### src/rtl/serial_out_pkg.sv
`default_nettype none
//------------------------------------------------------------------------------
// Module  : serial_out_pkg
// Brief   : Shared state encoding, address and status-bit constants for the
//           serial output port. Optional parity: SERIAL_OUT_PARITY_EN.
// Rev     : 1.0
//------------------------------------------------------------------------------
package serial_out_pkg;

  localparam logic [31:0] c_SERIAL_OUT_ADDR = 32'hFFFF_FFFB;

  localparam int c_STAT_BUSY    = 0;
  localparam int c_STAT_FULL    = 1;
  localparam int c_STAT_EMPTY   = 2;
  localparam int c_STAT_OVF     = 3;
  localparam int c_STAT_CNT_LSB = 4;

  localparam int c_DATA_BITS = 8;

  typedef enum logic [2:0] {
    ST_IDLE   = 3'd0,
    ST_START  = 3'd1,
    ST_DATA   = 3'd2,
`ifdef SERIAL_OUT_PARITY_EN
    ST_PARITY = 3'd3,
`endif
    ST_STOP   = 3'd4
  } tx_state_t;

`ifdef SERIAL_OUT_PARITY_EN
  function automatic logic even_parity(input logic [c_DATA_BITS-1:0] b);
    return ^b;
  endfunction
`endif

endpackage
`default_nettype wire

### src/rtl/serial_out_fifo.sv
`default_nettype none
//------------------------------------------------------------------------------
// Module  : serial_out_fifo
// Brief   : Synchronous power-of-two FIFO with registered storage, occupancy
//           count and full/empty flags. Push on full is taken only with a pop.
// Rev     : 1.0
//------------------------------------------------------------------------------
module serial_out_fifo #(
  parameter  int DEPTH = 4,
  parameter  int WIDTH = 8,
  localparam int AW    = $clog2(DEPTH),
  localparam int CW    = AW + 1
) (
  input  logic             clk,
  input  logic             rst_n,
  input  logic             i_push,
  input  logic             i_pop,
  input  logic [WIDTH-1:0] i_data,
  output logic [WIDTH-1:0] o_data,
  output logic             o_full,
  output logic             o_empty,
  output logic [CW-1:0]    o_count
);

  logic [WIDTH-1:0] r_mem [DEPTH];
  logic [AW-1:0]    r_wr_ptr;
  logic [AW-1:0]    r_rd_ptr;
  logic [CW-1:0]    r_count;
  logic             w_do_push;
  logic             w_do_pop;

  assign o_full    = (r_count == CW'(DEPTH));
  assign o_empty   = (r_count == '0);
  assign o_count   = r_count;
  assign o_data    = r_mem[r_rd_ptr];
  // When full, the pop frees the very slot the push writes into.
  assign w_do_push = i_push & (~o_full | i_pop);
  assign w_do_pop  = i_pop & ~o_empty;

  always_ff @(posedge clk) begin
    if (w_do_push) r_mem[r_wr_ptr] <= i_data;
  end

  always_ff @(posedge clk or negedge rst_n) begin
    if (!rst_n) begin
      r_wr_ptr <= '0;
      r_rd_ptr <= '0;
      r_count  <= '0;
    end else begin
      if (w_do_push) r_wr_ptr <= r_wr_ptr + AW'(1);
      if (w_do_pop)  r_rd_ptr <= r_rd_ptr + AW'(1);
      if (w_do_push && !w_do_pop)      r_count <= r_count + CW'(1);
      else if (w_do_pop && !w_do_push) r_count <= r_count - CW'(1);
    end
  end

endmodule
`default_nettype wire

### src/rtl/serial_out_port.sv
`default_nettype none
//------------------------------------------------------------------------------
// Module  : serial_out_port
// Brief   : Memory-mapped UART transmitter with TX FIFO, sticky overflow and
//           status word. Define SERIAL_OUT_PARITY_EN for an even-parity bit.
// Rev     : 1.0
//------------------------------------------------------------------------------
module serial_out_port
  import serial_out_pkg::*;
#(
  parameter int CLKS_PER_BIT = 434,
  parameter int FIFO_DEPTH   = 4
) (
  input  logic        clk,
  input  logic        rst_n,
  input  logic        we,
  input  logic [31:0] wdata,
  output logic [31:0] rdata,
  output logic        txd,
  output logic        irq
);

  localparam int BAUD_W = (CLKS_PER_BIT > 1) ? $clog2(CLKS_PER_BIT) : 1;
  localparam int CW     = $clog2(FIFO_DEPTH) + 1;
  localparam logic [BAUD_W-1:0] c_BAUD_LAST = BAUD_W'(CLKS_PER_BIT - 1);

  tx_state_t                r_state;
  tx_state_t                w_state_next;
  logic [BAUD_W-1:0]        r_baud;
  logic [2:0]               r_bit;
  logic [c_DATA_BITS-1:0]   r_shift;
  logic                     r_txd;
  logic                     r_ovf;
  logic                     w_txd_next;
  logic                     w_baud_done;
  logic                     w_pop;
  logic                     w_push;
  logic                     w_wr_byte;
  logic                     w_wr_clr;
  logic [c_DATA_BITS-1:0]   w_head;
  logic                     w_full;
  logic                     w_empty;
  logic [CW-1:0]            w_count;
  logic                     w_unused;
`ifdef SERIAL_OUT_PARITY_EN
  logic                     r_parity;
`endif

  assign w_unused  = ^wdata[31:9];
  assign w_wr_byte = we & ~wdata[8];
  assign w_wr_clr  = we & wdata[8];
  assign w_push    = w_wr_byte & (~w_full | w_pop);

  serial_out_fifo #(
    .DEPTH (FIFO_DEPTH),
    .WIDTH (c_DATA_BITS)
  ) u_fifo (
    .clk     (clk),
    .rst_n   (rst_n),
    .i_push  (w_push),
    .i_pop   (w_pop),
    .i_data  (wdata[7:0]),
    .o_data  (w_head),
    .o_full  (w_full),
    .o_empty (w_empty),
    .o_count (w_count)
  );

  assign w_baud_done = (r_baud == c_BAUD_LAST);

  // w_txd_next is the line level for the current state; registering it puts
  // the start bit one edge after the pop.
  always_comb begin
    w_state_next = r_state;
    w_pop        = 1'b0;
    w_txd_next   = 1'b1;
    case (r_state)
      ST_IDLE: begin
        if (!w_empty) begin
          w_pop        = 1'b1;
          w_state_next = ST_START;
        end
      end
      ST_START: begin
        w_txd_next = 1'b0;
        if (w_baud_done) w_state_next = ST_DATA;
      end
      ST_DATA: begin
        w_txd_next = r_shift[0];
        if (w_baud_done && (r_bit == 3'd7)) begin
`ifdef SERIAL_OUT_PARITY_EN
          w_state_next = ST_PARITY;
`else
          w_state_next = ST_STOP;
`endif
        end
      end
`ifdef SERIAL_OUT_PARITY_EN
      ST_PARITY: begin
        w_txd_next = r_parity;
        if (w_baud_done) w_state_next = ST_STOP;
      end
`endif
      ST_STOP: begin
        if (w_baud_done) begin
          if (!w_empty) begin
            w_pop        = 1'b1;
            w_state_next = ST_START;
          end else begin
            w_state_next = ST_IDLE;
          end
        end
      end
      default: w_state_next = ST_IDLE;
    endcase
  end

  always_ff @(posedge clk or negedge rst_n) begin
    if (!rst_n) begin
      r_state <= ST_IDLE;
      r_txd   <= 1'b1;
      r_baud  <= '0;
      r_bit   <= '0;
      r_shift <= '0;
    end else begin
      r_state <= w_state_next;
      r_txd   <= w_txd_next;
      if (w_pop) begin
        r_shift <= w_head;
        r_baud  <= '0;
        r_bit   <= '0;
      end else if (r_state != ST_IDLE) begin
        if (w_baud_done) begin
          r_baud <= '0;
          if (r_state == ST_DATA) begin
            r_shift <= r_shift >> 1;
            r_bit   <= r_bit + 3'd1;
          end
        end else begin
          r_baud <= r_baud + BAUD_W'(1);
        end
      end
    end
  end

`ifdef SERIAL_OUT_PARITY_EN
  always_ff @(posedge clk or negedge rst_n) begin
    if (!rst_n)     r_parity <= 1'b0;
    else if (w_pop) r_parity <= even_parity(w_head);
  end
`endif

  // Overflow only when a byte is truly dropped: full and no pop this cycle.
  always_ff @(posedge clk or negedge rst_n) begin
    if (!rst_n)                             r_ovf <= 1'b0;
    else if (w_wr_clr)                      r_ovf <= 1'b0;
    else if (w_wr_byte && w_full && !w_pop) r_ovf <= 1'b1;
  end

  always_comb begin
    rdata                         = '0;
    rdata[c_STAT_BUSY]            = (r_state != ST_IDLE);
    rdata[c_STAT_FULL]            = w_full;
    rdata[c_STAT_EMPTY]           = w_empty;
    rdata[c_STAT_OVF]             = r_ovf;
    rdata[c_STAT_CNT_LSB +: CW]   = w_count;
  end

  assign txd = r_txd;
  assign irq = w_empty & (r_state == ST_IDLE);

endmodule
`default_nettype wire
### config.mk
export PLATFORM = sky130hd
export DESIGN_NAME = serial_out_port
export DESIGN_NICKNAME = d
export VERILOG_FILES = /design/src/rtl/serial_out_pkg.sv /design/src/rtl/serial_out_fifo.sv /design/src/rtl/serial_out_port.sv
export SDC_FILE = /design/constraint.sdc
export NUM_CORES = 1
export LEC_CHECK = 0
export CELL_PAD_IN_SITES_DETAIL_PLACEMENT = 0
export CELL_PAD_IN_SITES_GLOBAL_PLACEMENT = 2
export CORE_UTILIZATION = 33
export CTS_CLUSTER_SIZE = 14
export DETAILED_ROUTE_END_ITERATION = 8
export GPL_TIMING_DRIVEN = 1
export PLACE_DENSITY = 0.84
export RECOVER_POWER = 25
export SYNTH_ARGS = -nofsm -noshare
export SYNTH_HDL_FRONTEND = slang
export SYNTH_HIERARCHICAL = 1
export SYNTH_SLANG_ARGS = --single-unit
### constraint.sdc
create_clock -name clk -period 3.7 [get_ports clk]
set_input_delay 0.74 -clock clk [delete_from_list [all_inputs] [get_ports clk]]
set_output_delay 0.74 -clock clk [all_outputs]
set_load 0.05 [all_outputs]
# == Yosys cells after proc, flatten, opt, wreduce, memory -nomap -nowiden ==
# Memory sizes are Yosys's and may differ from the RTL's.
# Cells that the tools add are included.
# totals
input_bits,35
regBits,32
mem_bits_rw,32
mem_count,1
# classes
addsub,6
n_eq_ne,10
mux,27
n_reduce_logical,18
bitwise_logic,10
# mem_list
memory,words,word_bits,rd,rd_clocked_by_memory_dff,write_ports,line_no,text
u_fifo.r_mem,4,8,1,0,1,serial_out_fifo.sv:25,logic [WIDTH-1:0] r_mem [DEPTH];
# op_table
operator,count
$mux 8,4
$mux 3,10
$mux 9,3
$pmux 3 s4,1
$reduce_bool 2->1,5
$add 9x1->9 const B,1
$eq 3x3->1 const B,3
$eq 9x9->1 const B,1
$ne 2x2->1 const B,4
$mux 1,7
$add 3x1->3 const B,2
$and 1x1->1,6
$logic_not 3->1,2
$logic_and 1x1->1,5
$add 2x1->2 const B,2
$pmux 1 s2,2
$reduce_and 4->1,1
$eq 3x1->1 const B,1
$eq 3x2->1 const B,1
$logic_not 1->1,3
$not 1->1,3
$reduce_and 3->1,1
$reduce_bool 3->1,1
$sub 3x1->3 const B,1
$or 1x1->1,1

# == Logic depth before layout (Yosys ltp) ==
# Gate-level depths: netlist of the first run.
# logic_depth
depth_word,11
depth_mapped,13

# == Hierarchy ==
# The synthesis of the first run kept the hierarchy.
# by_module_without_submodules
mod,n_inst,seq_area_each_um2,area_per_inst_um2,cells_per_inst
serial_out_fifo,1,1136.1,1591.5,77
serial_out_port,1,626.9,1589.0,179

# == Worst setup path after synthesis of the first run ==
# No wires, ideal clock.
# synth_path
path_type,register to register
startpoint,"register u_fifo.r_count[0], in the netlist u_fifo/o_count[0]"
endpoint,"register u_fifo.r_count[2], in the netlist u_fifo/o_count[2]"
path_buffers,1
required_ns,3.618
period_less_slack_ns,3.192
setup_slack_ns,0.508
arrival_time_ns,3.110
stages_incl_launch_ff,13
path_cell_list,dfrtp_1 -> nor3_1 -> or3_1 -> clkbuf_1 -> o21ai_0 -> and3b_1 -> a21boi_4 -> ha_1 -> inv_1 -> fa_1 -> xor2_1 -> nor2_1 -> xor2_1
# synth_via
elab_chain_len,10
# synth_lines
element,line_no,text
from (decl),serial_out_fifo.sv:28,logic [CW-1:0] r_count;
from (signal assigned),serial_out_fifo.sv:52,if (w_do_push && !w_do_pop) r_count <= r_count + CW'(1);
from (signal assigned),serial_out_fifo.sv:53,else if (w_do_pop && !w_do_push) r_count <= r_count - CW'(1);
$logic_not 3->1 (*),serial_out_fifo.sv:33,assign o_empty = (r_count == '0);
named net w_empty,serial_out_port.sv:42,logic w_empty;
$mux 1 (*),"serial_out_port.sv:79, serial_out_port.sv:106",
$mux 1,serial_out_port.sv:105,if (w_baud_done) begin
$pmux 1 s2 (*),serial_out_port.sv:77,case (r_state)
$or 1x1->1 (*),serial_out_port.sv:52,assign w_push = w_wr_byte & (~w_full | w_pop);
$and 1x1->1 (*),serial_out_port.sv:52,
named net w_push,serial_out_port.sv:37,logic w_push;
$and 1x1->1 (*),serial_out_fifo.sv:37,assign w_do_push = i_push & (~o_full | i_pop);
named net u_fifo.w_do_push,serial_out_fifo.sv:29,logic w_do_push;
$logic_not 1->1,serial_out_fifo.sv:53,
$logic_and 1x1->1,serial_out_fifo.sv:53,
$reduce_bool 2->1 (no source line),--,
# The timed path passes the listed nets; every way through them passes the cells marked *. The select of a mux whose other input is x is not followed.
# A chain may end at the register's enable or synchronous reset.

# == Worst setup path after layout of the first run ==
# layout_path
startpoint,"register u_fifo.r_count[0], in the netlist u_fifo/o_count[0]"
endpoint,"register u_fifo.r_count[2], in the netlist u_fifo/o_count[2]"
# layout_via
elab_chain_len,10
# layout_lines
element,line_no
$logic_not 3->1,serial_out_fifo.sv:33
$mux 1,"serial_out_port.sv:79, serial_out_port.sv:106"
$mux 1,serial_out_port.sv:105
$pmux 1 s2,serial_out_port.sv:77
$or 1x1->1 (*),serial_out_port.sv:52
$and 1x1->1 (*),serial_out_port.sv:52
named net w_push,serial_out_port.sv:37
$and 1x1->1 (*),serial_out_fifo.sv:37
named net u_fifo.w_do_push,serial_out_fifo.sv:29
$logic_not 1->1,serial_out_fifo.sv:53
$logic_and 1x1->1,serial_out_fifo.sv:53
$reduce_bool 2->1 (no source line),--
# Marked as above.

==> metrics.yaml, run 1 <==
report.final.slew_viol_count: 33
ctsHtreeMaxLevel: 3
violations: "max-capacitance violations, max-slew violations"
clkLatencyLatePin_ns: 0.35
fmax_mhz: 328
post-route-period-util_pct: 82.4
use_met2_pct: 19.4
core_area_sq_um: 9280
startpoint_type: "flop"
fin_crit_ns: 3.05
rsz0062_at_grt: "false"
vias: 1908
grt_overflow: 0
grt_max_degree: 33
skew_ns: 0.0111
ant_nets: 0
syn_inst: 256
top_usage_layer: "met2"
avgSynthCellArea_sq_um: 12.4
drtIter0Drc: 69
post_cts_resized: 0
final_util_pct: 39.0
crit_path_end_kind: "flop"
row_count: 35
synth.largest_area_cell: "edfxtp_1"
path_max_fanout: 11
setup_tns_ns: 0
antenna_found_initial: 0
maxCapViolCount: 1
use_met1_pct: 15.4
crit_type: "reg2reg"
initial_core_util_pct: 34.3
synth_most_common_cell: "edfxtp_1"
die_h_um: 100
finalWirelength_mm: 5.50
synth_flop_cell: "edfxtp_1"
ys_types: 52
layout.nets: 322
antenna_cells: 0
synth_common_cells: "edfxtp_1 (32), dfrtp_1 (31), buf_4 (28)"
worstMarginPinSlew_ns: 1.79
syn_to_final_growth_pct: 14.0
cp.required_ns: 3.97
clockBufferDepth: 2
grt_first_pass_wirelength_mm: 9.34
critPathArrivalTime_ns: 3.32
viasPerCell: 4.64
total_power_mw: 1.99
ir_drop_mv: 0.328
place_congestion: 0.733
grtUsageMet3_pct: 4.11
synth-edff-count: 32
hold_viol: 0
power_density_nw_per_um2: 549
hp-class: "reg2reg"
ys_seq_area_share_pct: 55.4
p_leak_nw: 1.42
root_buffer: "clkbuf_8"
portBuffers: 20
ys_ff_latch: 64
clkSinkCount: 64
die_w_um: 100
cts_tree: "done"
holdBufCountCts: 0
status: "complete, but fails checks"
synthesis.area_sq_um: 3180
async_reset_ff_share_pct: 50.0
ios: 69
drc_errors: 0
post_drt_wl_per_cell_um: 13.4
dieArea_sq_um: 10000
yosysWarnings: 6
drive_above_1_share_pct: 15.2
dpl.hpwl_mm: 3.73
postCtsSetupRepairBufs: 0
first_pass_iters: 4
grt_pass1_vias: 1915
synthTopCellsByArea: "edfxtp_1 (30%), dfrtp_1 (24%), buf_4 (6.6%)"
track_usage_pct: 12.3
synth_top_area_share_pct: 30.2
cts_buffers: 9
setup_viol_count_final: 0
max_slew_margin_pct: -19.1
clk_pin_slew_ns: 0.07
where the power goes:
part | switching, mW | internal [mW] | leakage, nW
clock network | 0.293 | 0.386 | 0.114
registers | 0.0509 | 0.821 | 0.682
logic | 0.285 | 0.153 | 0.619
total | 0.629 | 1.36 | 1.42
worst max-delay path: stages, from the launching register on:
cell      delay [ns]
dfrtp_1         0.49
nor3_1          0.14
or3_1           0.51
o21ai_0         0.29
and3b_1         0.21
a21boi_4        0.28
ha_1            0.23
inv_1           0.06
fa_1            0.37
xor2_1          0.15
nor2_1          0.11
xor2_1          0.15
kinds of logic after synthesis:
family	after synthesis	share of synthesized area (%)
compound gates	46	9.13
simple gates	59	10.8
fa+ha+maj	10	4.17
xor+xnor	11	3.03
mux	12	7.28
buf+inv	53	10.0
flops	64	55.4
other cells	1	0.118
path summary, 6_finish.rpt:
kind | from | to | slack, ns | cells past startpoint
hold reg to reg | r_shift[7]$_DFFE_PN0P_ | r_shift[7]$_DFFE_PN0P_ | 0.51 | 1
hold / removal | r_shift[7]$_DFFE_PN0P_ | r_shift[7]$_DFFE_PN0P_ | 0.51 | 1
min in group asynchronous | rst_n | r_baud[3]$_DFFE_PN0P_ | 1.40 | 2
max in group asynchronous | rst_n | r_shift[6]$_DFFE_PN0P_ | 1.26 | 2
setup reg to reg | u_fifo/o_count[0]$_DFFE_PN0P_ | u_fifo/o_count[2]$_DFFE_PN0P_ | 0.65 | 11
setup / recovery | u_fifo/o_count[0]$_DFFE_PN0P_ | u_fifo/o_count[2]$_DFFE_PN0P_ | 0.65 | 11
flip-flops by register name (all words and copies together) (netlist names):
register         flops
r_state              3
r_shift              8
u_fifo/r_wr_ptr      2
u_fifo/r_rd_ptr      2
r_baud               9
txd                  1
r_bit                3
u_fifo/r_mem        32
u_fifo/o_count       3
r_ovf                1
cell usage in the layout, fill, tap and decap left out, drive strengths merged, types with 2 or more instances in the layout:
cell type	synthesis	routed
buf	34	5
a31oi	9	9
mux2	3	3
nor3	6	6
and2	6	6
nand3	8	8
o22ai	2	2
nand2	13	13
conb	1	25
clkinv	0	4
edfxtp	32	32
a21boi	2	2
nor2	10	10
bufinv	0	2
clkbuf	5	10
or3	2	2
ha	9	9
a21oi	12	12
nand4	3	3
inv	14	15
clkdlybuf4s50	0	10
xnor2	8	8
o2111ai	2	2
dfrtp	31	31
o21ai	13	13
dlygate4sd3	0	9
mux4	8	8
xor2	3	3
per-stage QoR:
| stage | instances | cell area [sq um] | hold WS (ns) | setup slack, ns |
|---|---|---|---|---|
| after global placement | 395 | 3400 | 0.479 | 0.704 |
| after CTS | 411 | 3630 | 0.505 | 0.581 |
| after detailed placement | 395 | 3400 | 0.479 | 0.614 |
| final | 411 | 3620 | 0.506 | 0.651 |
| after floorplan | 280 | 3270 | 0.444 | 0.508 |
| after global routing | 411 | 3620 | 0.522 | 0.394 |
layout make-up:
cell class | count | area (sq um)
flip-flops and latches | 64 | 1760
repair buffers | 25 | 231
fillers | 907 | 5660
clock buffers | 9 | 124
clock inverters | 7 | 104
well taps | 129 | 161
inverters | 14 | 52.6
multi-input cells | 163 | 1190
per-layer routing:
layer  vias up  part of all wire, %
li1        914                    -
met2        45                   50
met5         -                    0
met1       943                   44
met4         0                  1.3
met3         6                  4.4
(Power assumes the default switching activity.)
==> inputs of run 2 (changes only) <==
--- a/config.mk
+++ b/config.mk
@@ -7,11 +7,11 @@
 export LEC_CHECK = 0
 export CELL_PAD_IN_SITES_DETAIL_PLACEMENT = 0
 export CELL_PAD_IN_SITES_GLOBAL_PLACEMENT = 2
-export CORE_UTILIZATION = 33
+export CORE_UTILIZATION = 30
 export CTS_CLUSTER_SIZE = 14
 export DETAILED_ROUTE_END_ITERATION = 8
 export GPL_TIMING_DRIVEN = 1
-export PLACE_DENSITY = 0.84
+export PLACE_DENSITY = 0.8
 export RECOVER_POWER = 25
 export SYNTH_ARGS = -nofsm -noshare
 export SYNTH_HDL_FRONTEND = slang
==> constraint.sdc (replaced) <==
create_clock -name clk -period 2.7 [get_ports clk]
set_input_delay 0.54 -clock clk [delete_from_list [all_inputs] [get_ports clk]]
set_output_delay 0.54 -clock clk [all_outputs]
set_load 0.05 [all_outputs]
==> metrics.yaml, run 2 (synthesis gave the netlist of run 1 again) <==
final_cell_mix: "edfxtp_1 (32), dfrtp_1 (28), conb_1 (25), buf_4 (15)"
power_density_nw_per_um2: 716  # +30%
die_h_um: 105  # +4.8%
antenna_cells: 0  # unchanged
ios: 69  # unchanged
stdcell_area_sq_um: 3740  # +3.3%
track_usage_pct: 11.4  # -0.87 points
ctsHtreeMaxLevel: 3  # unchanged
p_leak_nw: 1.46  # +3.0%
die_w_um: 105  # +4.8%
path_max_fanout: 9  # -2
antenna_found_initial: 0  # unchanged
drive_above_1_share_pct: 21.2  # +6.0 points
maxCapViolCount: 0  # -1
fmax_mhz: 385
grt_max_degree: 33  # unchanged
clockBufferDepth: 2  # unchanged
setup_viol_count_final: 0  # unchanged
portBuffers: 20  # unchanged
layout.nets: 332  # +3.1%
place_congestion: 0.721  # -1.7%
critPathArrivalTime_ns: 2.06  # -1.26 ns
clk_pin_slew_ns: 0.08  # about the same
total_power_mw: 2.68  # +35%
first_pass_iters: 4  # unchanged
cts_buffers: 9  # unchanged
root_buffer: "clkbuf_8"
clkSinkCount: 64  # unchanged
status: "completed"
post-place-cells: 412  # +4.3%
startpoint_type: "flop"
post-route-period-util_pct: 96.3
dpl.hpwl_mm: 3.79  # +1.7%
ant_nets: 0  # unchanged
viasPerCell: 4.49  # -3.2%
skew_ns: 0.0151  # +0.00401 ns
registers.top_by_ff_count: "u_fifo/r_mem"
post_drt_wl_per_cell_um: 13.1  # -2.3%
largest_register_ffs: 32  # unchanged
crit_path_end_kind: "output port"
finalWirelength_mm: 5.59  # +1.7%
top_regs: "u_fifo/r_mem x32, r_baud x9, r_shift x8"
fin_cells: 428  # +4.1%
placed_area_sq_um: 3520  # +3.6%
cp.required_ns: 2.16  # -1.81 ns
holdBufCountCts: 0  # unchanged
ir_drop_mv: 0.379  # +16%
multiInputGateArea_sq_um: 1220  # +2.8%
crit_type: "reg2out"
hold_viol: 0  # unchanged
dieArea_sq_um: 11000  # +9.8%
post_cts_resized: 0  # unchanged
fillCellCount: 1005  # +11%
final_common_cell: "edfxtp_1"
cts_tree: "done"
rsz0062_at_grt: "false"
fin_crit_ns: 2.60
hp-class: "reg2reg"
core_area_sq_um: 10300  # +11%
worstMarginPinSlew_ns: 0.604  # -1.18 ns
vias: 1923  # +0.79%
drtIter0Drc: 52  # -25%
clkLatencyLatePin_ns: 0.34  # about the same
ff_latch_area_sq_um: 1770  # +0.50%
initial_core_util_pct: 30.8  # -3.5 points
drc_errors: 0  # unchanged
max_slew_margin_pct: 59.7  # +79 points
report.final.slew_viol_count: 0  # -100%
grt_first_pass_wirelength_mm: 9.72  # +4.0%
syn_to_final_growth_pct: 17.7
grt_overflow: 0  # unchanged
setup_tns_ns: 0  # unchanged
row_count: 37  # +5.7%
postCtsSetupRepairBufs: 0  # unchanged
grt_pass1_vias: 1982  # +3.5%
[run 2: cell types whose count changed in the layout (fill, tap and decap cells not counted), moves of 2 or more]
cell        previous run  this run
dfrtp_4                0         2
clkinvlp_4             0         2
inv_6                  1         3
clkinv_4               4         0
dfrtp_1               31        28
buf_4                  5        15
[run 2: path summary, 6_finish.rpt]
kind	end	slack, ns	from	cells past startpoint
worst max register to register	u_fifo/o_count[2]$_DFFE_PN0P_	0.18	u_fifo/o_count[0]$_DFFE_PN0P_	11
max in group asynchronous	u_fifo/o_count[1]$_DFFE_PN0P_	1.66	rst_n	2
worst min register to register	r_shift[7]$_DFFE_PN0P_	0.50	r_shift[7]$_DFFE_PN0P_	1
worst min-delay path	r_shift[7]$_DFFE_PN0P_	0.50	r_shift[7]$_DFFE_PN0P_	1
worst max-delay path	rdata[2]	0.1	u_fifo/o_count[0]$_DFFE_PN0P_	3
min in group asynchronous	r_bit[0]$_DFFE_PN0P_	0.67	rst_n	2
[run 2: where the power goes]
| group | total (mW) | internal, mW | switching (mW) |
|---|---|---|---|
| sequential | 1.22 | 1.14 | 0.0826 |
| clock | 0.845 | 0.434 | 0.411 |
| combinational | 0.616 | 0.224 | 0.392 |
| total | 2.68 | 1.80 | 0.885 |
[run 2: per-layer routing]
layer	up-vias	GRT usage [%]	share of wire (%)	wire length, um
li1	933	-	-	-
met1	938	14.5	46	2560
met2	46	18.4	49	2770
met3	6	3.06	3.5	198
met4	0	4.53	1.1	62
met5	-	0	0	0
[run 2: area by class of cell]
type / count / area share (%)
repair buffers: 35 / 8.69
clock buffers: 9 / 3.31
inverters: 14 / 1.47
clock inverters: 7 / 2.04
flip-flops and latches: 64 / 47.3
multi-input cells: 163 / 32.6
well taps: 136 / 4.54
[run 2: worst max-delay path: stages (launching register included)]
cell	delay, ns
dfrtp_4	0.53
nor3_4	0.20
buf_4	0.18
clkdlybuf4s50_1	0.82
[run 2: metrics by stage]
step	utilization, %	hold WS (ns)	worst slack [ns]
final	36.3	0.501	0.0998
after global routing	36.3	0.550	0.0137
after CTS	36.1	0.507	0.0111
after detailed placement	34.1	0.479	0.101
after global placement	34.1	0.480	0.134
after floorplan	-	0.244	-0.0278
==> variant (settings of run 2) <==
The parameter `CLKS_PER_BIT` goes from 434 to 108.
--- a/src/rtl/serial_out_port.sv
+++ b/src/rtl/serial_out_port.sv
@@ -8,7 +8,7 @@
 module serial_out_port
   import serial_out_pkg::*;
 #(
-  parameter int CLKS_PER_BIT = 434,
+  parameter int CLKS_PER_BIT = 108,
   parameter int FIFO_DEPTH   = 4
 ) (
   input  logic        clk,
Check against the original RTL: no difference found for any inputs over 10 cycles, from zero or initial values and one cycle with rst_n low; that may be too few to reach the edited logic, so the function may still have changed.
==> variant against run 2 <==
Via count fell by 13%; final area fell by 5.7%; synthesized area fell by 6.4%; clock skew fell by 0.0031 ns; register-to-register slack got worse by 0.04 ns; core utilization rose by 1.2 points; largest cell class unchanged; non-clock buffer count did not move; wire length fell by 10%; power fell by 2.1%; setup slack improved by 0.011 ns; sequential cell count fell by 2; global-route usage fell by 0.50 points.
==> variant: results (changes against run 2) <==
Status = complete, no violations
DP Cell Count = 364 (-12%)
Post-CTS Setup Inserts = 1 (+1)
Crit-path max cell delay = 0.79 ns (-0.03 ns)
Largest net degree at the start of global routing = 31 (-6.1%)
Biggest regs = u_fifo/r_mem x32, r_shift x8, r_baud x7
Layout cell share with drive strength beyond 1 = 25.4% (+4.2 points)
First-pass GRT wire length = 8.39 mm (-14%)
Vias per cell = 4.38 (-2.5%)
Synth area leaders = edfxtp_1 (32%), dfrtp_1 (24%), buf_4 (7.1%)
DRT iter0 DRCs = 78 (+50%)
Top cells by count, synth = edfxtp_1 (32), dfrtp_1 (29), buf_4 (28)
Peak VDD IR = 405 uV (+6.9%)
CP Max Fanout = 4 (-5)
Sequential share of the synthesized area = 57.5% (+2.1 points)
Critical path data arrival time = 2.05 ns
Final Wtd Congestion = 0.720 (-0.15%)
Worst setup path startpoint = u_fifo/o_count[1]
Final worst path period share = 95.9% (-0.40 points)
Post-DP Area = 3330 sq um (-5.6%)
Reg2reg path depth = 12 (+1)
Crit path max-delay cell type = clkdlybuf4s50_1
Setup WS pre-CTS = -0.0446 ns (-0.145 ns)
R2R Setup Slk = 0.14 ns (-0.04 ns)
Reg2reg start = r_baud[1]
Final Net Count = 291 (-12%)
Count of cell types in the netlist = 42 (-19%)
Clk_skew = 0.0120 ns (-0.00311 ns)
Leak Pwr = 1.38 nW (-5.2%)
HPWL Detailed = 3.42 mm (-9.7%)
Post-Layout Cell Count = 381 (-11%)
Syn avg cell area = 14.0 sq um (+13%)
[variant: cell count changes in the layout (fill, tap and decap cells not counted), sizes merged, moves of 3 or more]
cell / before / now
inv: 17 / 14
nand2: 13 / 5
o22a: 0 / 14
nor2: 10 / 7
a31oi: 9 / 2
nand3: 8 / 3
o21ai: 13 / 6
a21oi: 12 / 6
a22o: 1 / 5
[variant: logic make-up (layout without fill, tap and decap cells)]
logic type	count (synthesis)	after routing	share of synthesized area, %
xor gates and xnor gates	8	8	2.35
DFF	62	62	57.5
buffers and inverters	45	61	9.54
AOI/OAI and AO/OA	39	39	10.9
other	1	25	0.126
adders and majority gates	9	9	4.03
muxes	12	12	7.69
and+or+nand+nor	36	36	7.86
[variant: worst min path at each step]
stage	from	endpoint	slack, ns	cells after the start
final	r_shift[7]	r_shift[7]	0.51	1
after global routing	r_baud[6]	r_baud[6]	0.53	1
after CTS	r_shift[4]	r_shift[4]	0.51	1
after detailed placement	r_shift[7]	r_shift[7]	0.50	1
after global placement	r_shift[4]	r_shift[4]	0.48	1
after floorplan	rst_n	r_baud[0]	0.24	0
[variant: routing by layer]
metal | vias up | track usage [%] | share of wire [%]
li1 | 796 | - | -
met1 | 818 | 13.8 | 46
met2 | 49 | 17.1 | 48
met3 | 6 | 4.49 | 5.4
met4 | 0 | 3.34 | 1.1
met5 | - | 0 | 0
[variant: cell type report]
cell class                      instances  area [sq um]
Tap cell                              129           161
Clock buffer                            9           124
Inverter                               10          37.5
Fill cell                             907          5880
Multi-Input combinational cell        129          1100
Sequential cell                        62          1720
Clock inverter                          7          62.6
Timing Repair Buffer                   35           325
[variant: report_power, final]
group / total [mW] / switching (mW) / internal, mW
sequential: 1.18 / 0.0705 / 1.11
clock: 0.762 / 0.410 / 0.351
combinational: 0.685 / 0.424 / 0.262
